<file path="src/rtl/adder.sv">
// Full adder with a registered copy and an optional LSB-first serial word accumulator.
// The serial accumulator is compiled in only when ADDER_SERIAL_EN is defined.
module adder #(
    parameter int WIDTH = 8
) (
    input  logic             clk,
    input  logic             rst_n,
    input  logic             a,
    input  logic             b,
    input  logic             ci,
    output logic             S,
    output logic             co,
    input  logic             in_valid,
    output logic             s_q,
    output logic             co_q,
    output logic             out_valid,
    input  logic             ser_en,
    input  logic             ser_clr,
    output logic [WIDTH-1:0] ser_word,
    output logic             ser_carry,
    output logic             ser_done
);

    // Reset release is retimed through run_q, so the first update lands on the second edge.
    logic run_q;

    always_comb begin
        S  = a ^ b ^ ci;
        co = (a & b) | (a & ci) | (b & ci);
    end

    // NOTE: sequential state is written with <= so every flop samples pre-edge values.
    always_ff @(posedge clk or negedge rst_n) begin
        if (!rst_n) begin
            run_q <= 1'b0;
        end else begin
            run_q <= 1'b1;
        end
    end

    always_ff @(posedge clk or negedge rst_n) begin
        if (!rst_n) begin
            s_q       <= 1'b0;
            co_q      <= 1'b0;
            out_valid <= 1'b0;
        end else if (run_q) begin
            out_valid <= in_valid;
            if (in_valid) begin
                s_q  <= S;
                co_q <= co;
            end
        end
    end

`ifdef ADDER_SERIAL_EN
    localparam int CW = $clog2(WIDTH);

    logic [CW-1:0]    bit_cnt;
    logic             carry_q;
    logic [WIDTH-1:0] shift_q;
    logic             step;
    logic             last;
    logic             sum_bit;
    logic             carry_nxt;
    logic [WIDTH-1:0] shift_nxt;

    // NOTE: every always_comb output gets a value on every path, so no latch is inferred.
    always_comb begin
        step      = in_valid & ser_en;
        last      = (bit_cnt == CW'(WIDTH - 1));
        sum_bit   = a ^ b ^ carry_q;
        carry_nxt = (a & b) | (a & carry_q) | (b & carry_q);
        shift_nxt = {sum_bit, shift_q[WIDTH-1:1]};
    end

    // NOTE: the shift register is reset with the control state so a partial word never survives reset.
    always_ff @(posedge clk or negedge rst_n) begin
        if (!rst_n) begin
            bit_cnt   <= '0;
            carry_q   <= 1'b0;
            shift_q   <= '0;
            ser_word  <= '0;
            ser_carry <= 1'b0;
            ser_done  <= 1'b0;
        end else if (run_q) begin
            ser_done <= 1'b0;
            if (ser_clr) begin
                bit_cnt <= '0;
                carry_q <= 1'b0;
                shift_q <= '0;
            end else if (step) begin
                if (last) begin
                    ser_word  <= shift_nxt;
                    ser_carry <= carry_nxt;
                    ser_done  <= 1'b1;
                    bit_cnt   <= '0;
                    carry_q   <= 1'b0;
                    shift_q   <= '0;
                end else begin
                    bit_cnt <= bit_cnt + 1'b1;
                    carry_q <= carry_nxt;
                    shift_q <= shift_nxt;
                end
            end
        end
    end
`else
    logic unused_ser;

    assign unused_ser = ser_en ^ ser_clr;
    assign ser_word   = '0;
    assign ser_carry  = 1'b0;
    assign ser_done   = 1'b0;
`endif

endmodule

</file>
<file path="config.mk">
export PLATFORM = sky130hd
export DESIGN_NAME = adder
export DESIGN_NICKNAME = d
export VERILOG_FILES = /design/src/rtl/adder.sv
export SDC_FILE = /design/constraint.sdc
export NUM_CORES = 1
export LEC_CHECK = 0
export ABC_AREA = 1
export BUFFER_PORTS_ARGS = -buffer_cell sky130_fd_sc_hd__buf_2
export CORE_AREA = 10 10 47 49
export CTS_CLUSTER_SIZE = 14
export DETAILED_ROUTE_END_ITERATION = 12
export DIE_AREA = 0 0 57 59
export MAX_ROUTING_LAYER = met4
export PLACE_DENSITY = 0.48
export SETUP_SLACK_MARGIN = 0.02
export SKIP_LAST_GASP = 1
export SLEW_MARGIN = 15
export SYNTH_ARGS = -nofsm -noshare
export SYNTH_HDL_FRONTEND = slang
export SYNTH_SLANG_ARGS = --single-unit
</file>
<file path="constraint.sdc">
create_clock -name clk -period 1.7 [get_ports clk]
set_clock_uncertainty 0.05 [all_clocks]
set_input_delay 0.085 -clock clk [delete_from_list [all_inputs] [get_ports clk]]
set_output_delay 0.085 -clock clk [all_outputs]
set_load 0.005 [all_outputs]
</file>
# After elaboration in Yosys (flattened, before gate mapping)
# Cells that the tools add are included.
dict set report totals {
  register_bits 4
  wordCells 12
}
dict set report op_classes {
  bitwise_logic 7
  n_reduce_logical 1
}
# cell n
set op_table {}
lappend op_table {{AND 1 bit} 3}
lappend op_table {{OR 1 bit} 2}
lappend op_table {{AND reduction 2 bit} 1}
lappend op_table {{bitwise XOR 1 bit} 2}

# Logic depth before layout (Yosys ltp)
dict set report logic_depth {
  ltp_word 3
  mapped_depth 3
  ltp_nobuf 3
}

# Worst setup path after synthesis
# OpenSTA, ideal clock, no wires.
dict set report synth_timing {
  path_kind {input to register}
  from {input a}
  to {register s_q}
  cell_stages 3
  setup_time_ns 0.065
  required_time_ns 1.585
  path_buffers 0
  t_arrival_ns 0.778
  slack_ns 0.807
  cell_sequence {fa_1 -> nand3_1 -> nand2_1}
}
dict set report synth_via {
  elab_chain_cells 2
}
# element line_no
set synth_lines {}
lappend synth_lines {{from (decl)} 8} ;# input logic a,
lappend synth_lines {{bitwise XOR 1 bit (2 in a row)} 28} ;# S = a ^ b ^ ci;
lappend synth_lines {{to (signal assigned)} 43} ;# s_q <= 1'b0;
lappend synth_lines {{to (signal assigned)} 49} ;# s_q <= S;
lappend synth_lines {{to (decl)} 14} ;# output logic s_q,
# No other way between the ends.
# A chain may end at the register's enable or synchronous reset.

# Final worst setup path
dict set report layout_timing {
  from {input a}
  to {output S}
}
dict set report layout_via {
  elab_chain_cells 2
}
# element line_no
set layout_lines {}
lappend layout_lines {{bitwise XOR 1 bit (2 in a row)} 28}
lappend layout_lines {{to (decl)} 11} ;# output logic S,
# No other way between the ends.

==> results.ini <==
[timing]
fmax_ghz = 1.011
maxSlewViolCount = 0
finalSetupTns_ns = 0
fin_crit_sh = 0.5821
hold_viol = 0
setup_violations = 0
rsz0062_at_grt = false
layout_min_cycle_time_ns = 0.9895

[logic_synthesis]
synth_seq_area_share = 0.4124
yosys_warnings = 0
syn_area_per_cell_um2 = 9.336
synth.distinct_cells = 9
yosysTopAreaCellShare = 0.4124
syn_inst = 26
ys_ff_latch = 4
synth_top_cell_by_area = dfrtp_1
synth_area_leaders = dfrtp_1 41%, buf_4 31%, fa_1 8.2%
synthesis.area_um2 = 242.7

[route]
drtIter0Drc = 0
drtAntennaViolNets = 0
drc = 0
wl_per_cell_um = 9.709
drt_wl_total_um = 534
vias = 170
drtPass1Iterations = 1
routed_via_density = 3.091

[clock_network]
clk_pin_slew_ns = 0.04
h-tree-depth = 1
clock_latency_ns = 0.23
numCtsBuffers = 3
post-cts-setup-buffers = 0
cts_tree = yes
clk_path_buf_depth = 2
clkSinkCount = 4
cts_root_buf = clkbuf_4
cts_resized = 0

[grt]
grt_pass1_wl_um = 800
first_global_vias = 177
antenna_found_initial = 0
track_usage = 0.03570
overflow = 0
grt_max_degree = 5

[critical_path]
crit_type = primary input to output port
path_cells = buf_2 -> fa_1 -> buf_2
cpMostUsedCell = buf_2
endpoint_kind = output port
arrival_ns = 0.85
slowest_delay_ns = 0.55
critPathRequiredTime_ns = 1.56
crit_fanout = 2
cp-start-kind = primary input
cpMaxStageDelayCell = fa_1

[layout]
syn_to_final_growth_pct = 25.26
nets = 50
utilization = 0.2170
drive_gt1_frac = 0.3590
fillers = 165
antenna_cells = 0

[floorplanning]
start_util = 0.1732
dieHeight_um = 59
die_area_mm2 = 0.003363
ios = 23
rows = 14
core_mm2 = 0.001401
die_x_um = 57

[flow_run]
cap_violations = 0

[pwr]
vdd_drop_max_uv = 171.3
power_density_mw_per_mm2 = 909.1
p_leak_nw = 0.1753

[placement]
place_congestion = 0.5632
port_buffers = 10
place_hpwl_um = 475.6

[hold_path]
hp-class = primary input to register

[status]
status = finished clean

-- through the flow --
stage	setup WS [ns]	area (um^2)	instances	hold slack (ns)	power [mW]
final	0.7105	304.0	55	0.07179	0.2764
after global routing	0.6877	304.0	55	0.08744	0.3031
after CTS	0.7023	304.0	55	0.06741	0.2859
after detailed placement	0.6950	271.5	51	-0.1559	0.1617
after global placement	0.6972	271.5	51	-0.1559	0.1618
after floorplan	0.8072	276.5	35	-0.2606	0.1515
-- cell families (layout without fill, tap and decap cells) --
group,after synthesis,in the layout,share of synthesized area
other cells,2,11,0.03094
buf+inv,11,15,0.3247
flops,4,4,0.4124
compound gates,1,1,0.02060
simple gates,7,7,0.1289
fa+ha+maj,1,1,0.08248
-- cell usage in the layout, fill, tap and decap left out --
cell type      synthesis  final
nand2_2                1      1
dlygate4sd3_1          0      1
nand3_1                2      2
nand2_1                4      4
o21ai_0                1      1
fa_1                   1      1
clkbuf_4               0      3
buf_2                  0     10
conb_1                 2     11
dfrtp_1                4      4
inv_1                  1      1
-- worst max-delay path, delay by kind of cell --
| kind | cells | cell delay, ns |
|---|---|---|
| fa+ha+maj | 1 | 0.55 |
| buf+inv | 2 | 0.23 |
-- path summary, 6_finish.rpt --
kind                               start  cells after the start         to  slack, ns
worst min register to register       s_q                      2        s_q       0.41
worst max register to register     run_q                      2  out_valid       0.98
worst min-delay path            in_valid                      3  out_valid       0.07
min in group asynchronous          rst_n                      2       co_q       0.14
max in group asynchronous          rst_n                      2        s_q       1.35
worst max-delay path                   a                      3          S       0.71
-- what timing repair did --
| item | CTS | global route |
|---|---|---|
| endpoints found under the hold margin | 4 | 0 |
| hold buffers | 1 | 0 |
| endpoints found under the setup margin | 0 | 0 |
-- Yosys cell counts --
cell and n:
buf_4 10, conb_1 2, dfrtp_1 4, fa_1 1, inv_1 1, nand2_1 4
nand2_2 1, nand3_1 2, o21ai_0 1
-- sequential cells by signal, summed over array words and instances, names as in the netlist --
signal / cells
s_q: 1
run_q: 1
co_q: 1
out_valid: 1
-- final cells by class --
| type | instances | area (um^2) | area share |
|---|---|---|---|
| sequential | 4 | 100.1 | 0.3292 |
| clock buffer | 3 | 22.52 | 0.07407 |
| timing repair buffer | 11 | 60.06 | 0.1975 |
| tap | 16 | 20.02 | 0.06584 |
| inverter | 1 | 3.754 | 0.01235 |
| multi-input combinational | 20 | 97.59 | 0.3210 |
-- routing by layer --
layer	share of wire	wire, um	global-route usage	up-vias
met5	0	0	-	-
met2	0.57	307	0.05271	8
met4	0	0	0.04027	0
li1	-	-	-	86
met3	0.13	69	0.03219	0
met1	0.29	157	0.02284	76
-- where the power goes --
group	total, mW	leakage, nW	switching (mW)	internal (mW)
Combinational	0.0488	0.113	0.0262	0.0226
Clock	0.115	0.0138	0.0364	0.0788
Sequential	0.112	0.0485	0.00572	0.107
Note: power is estimated with default switching activity, not from simulation.
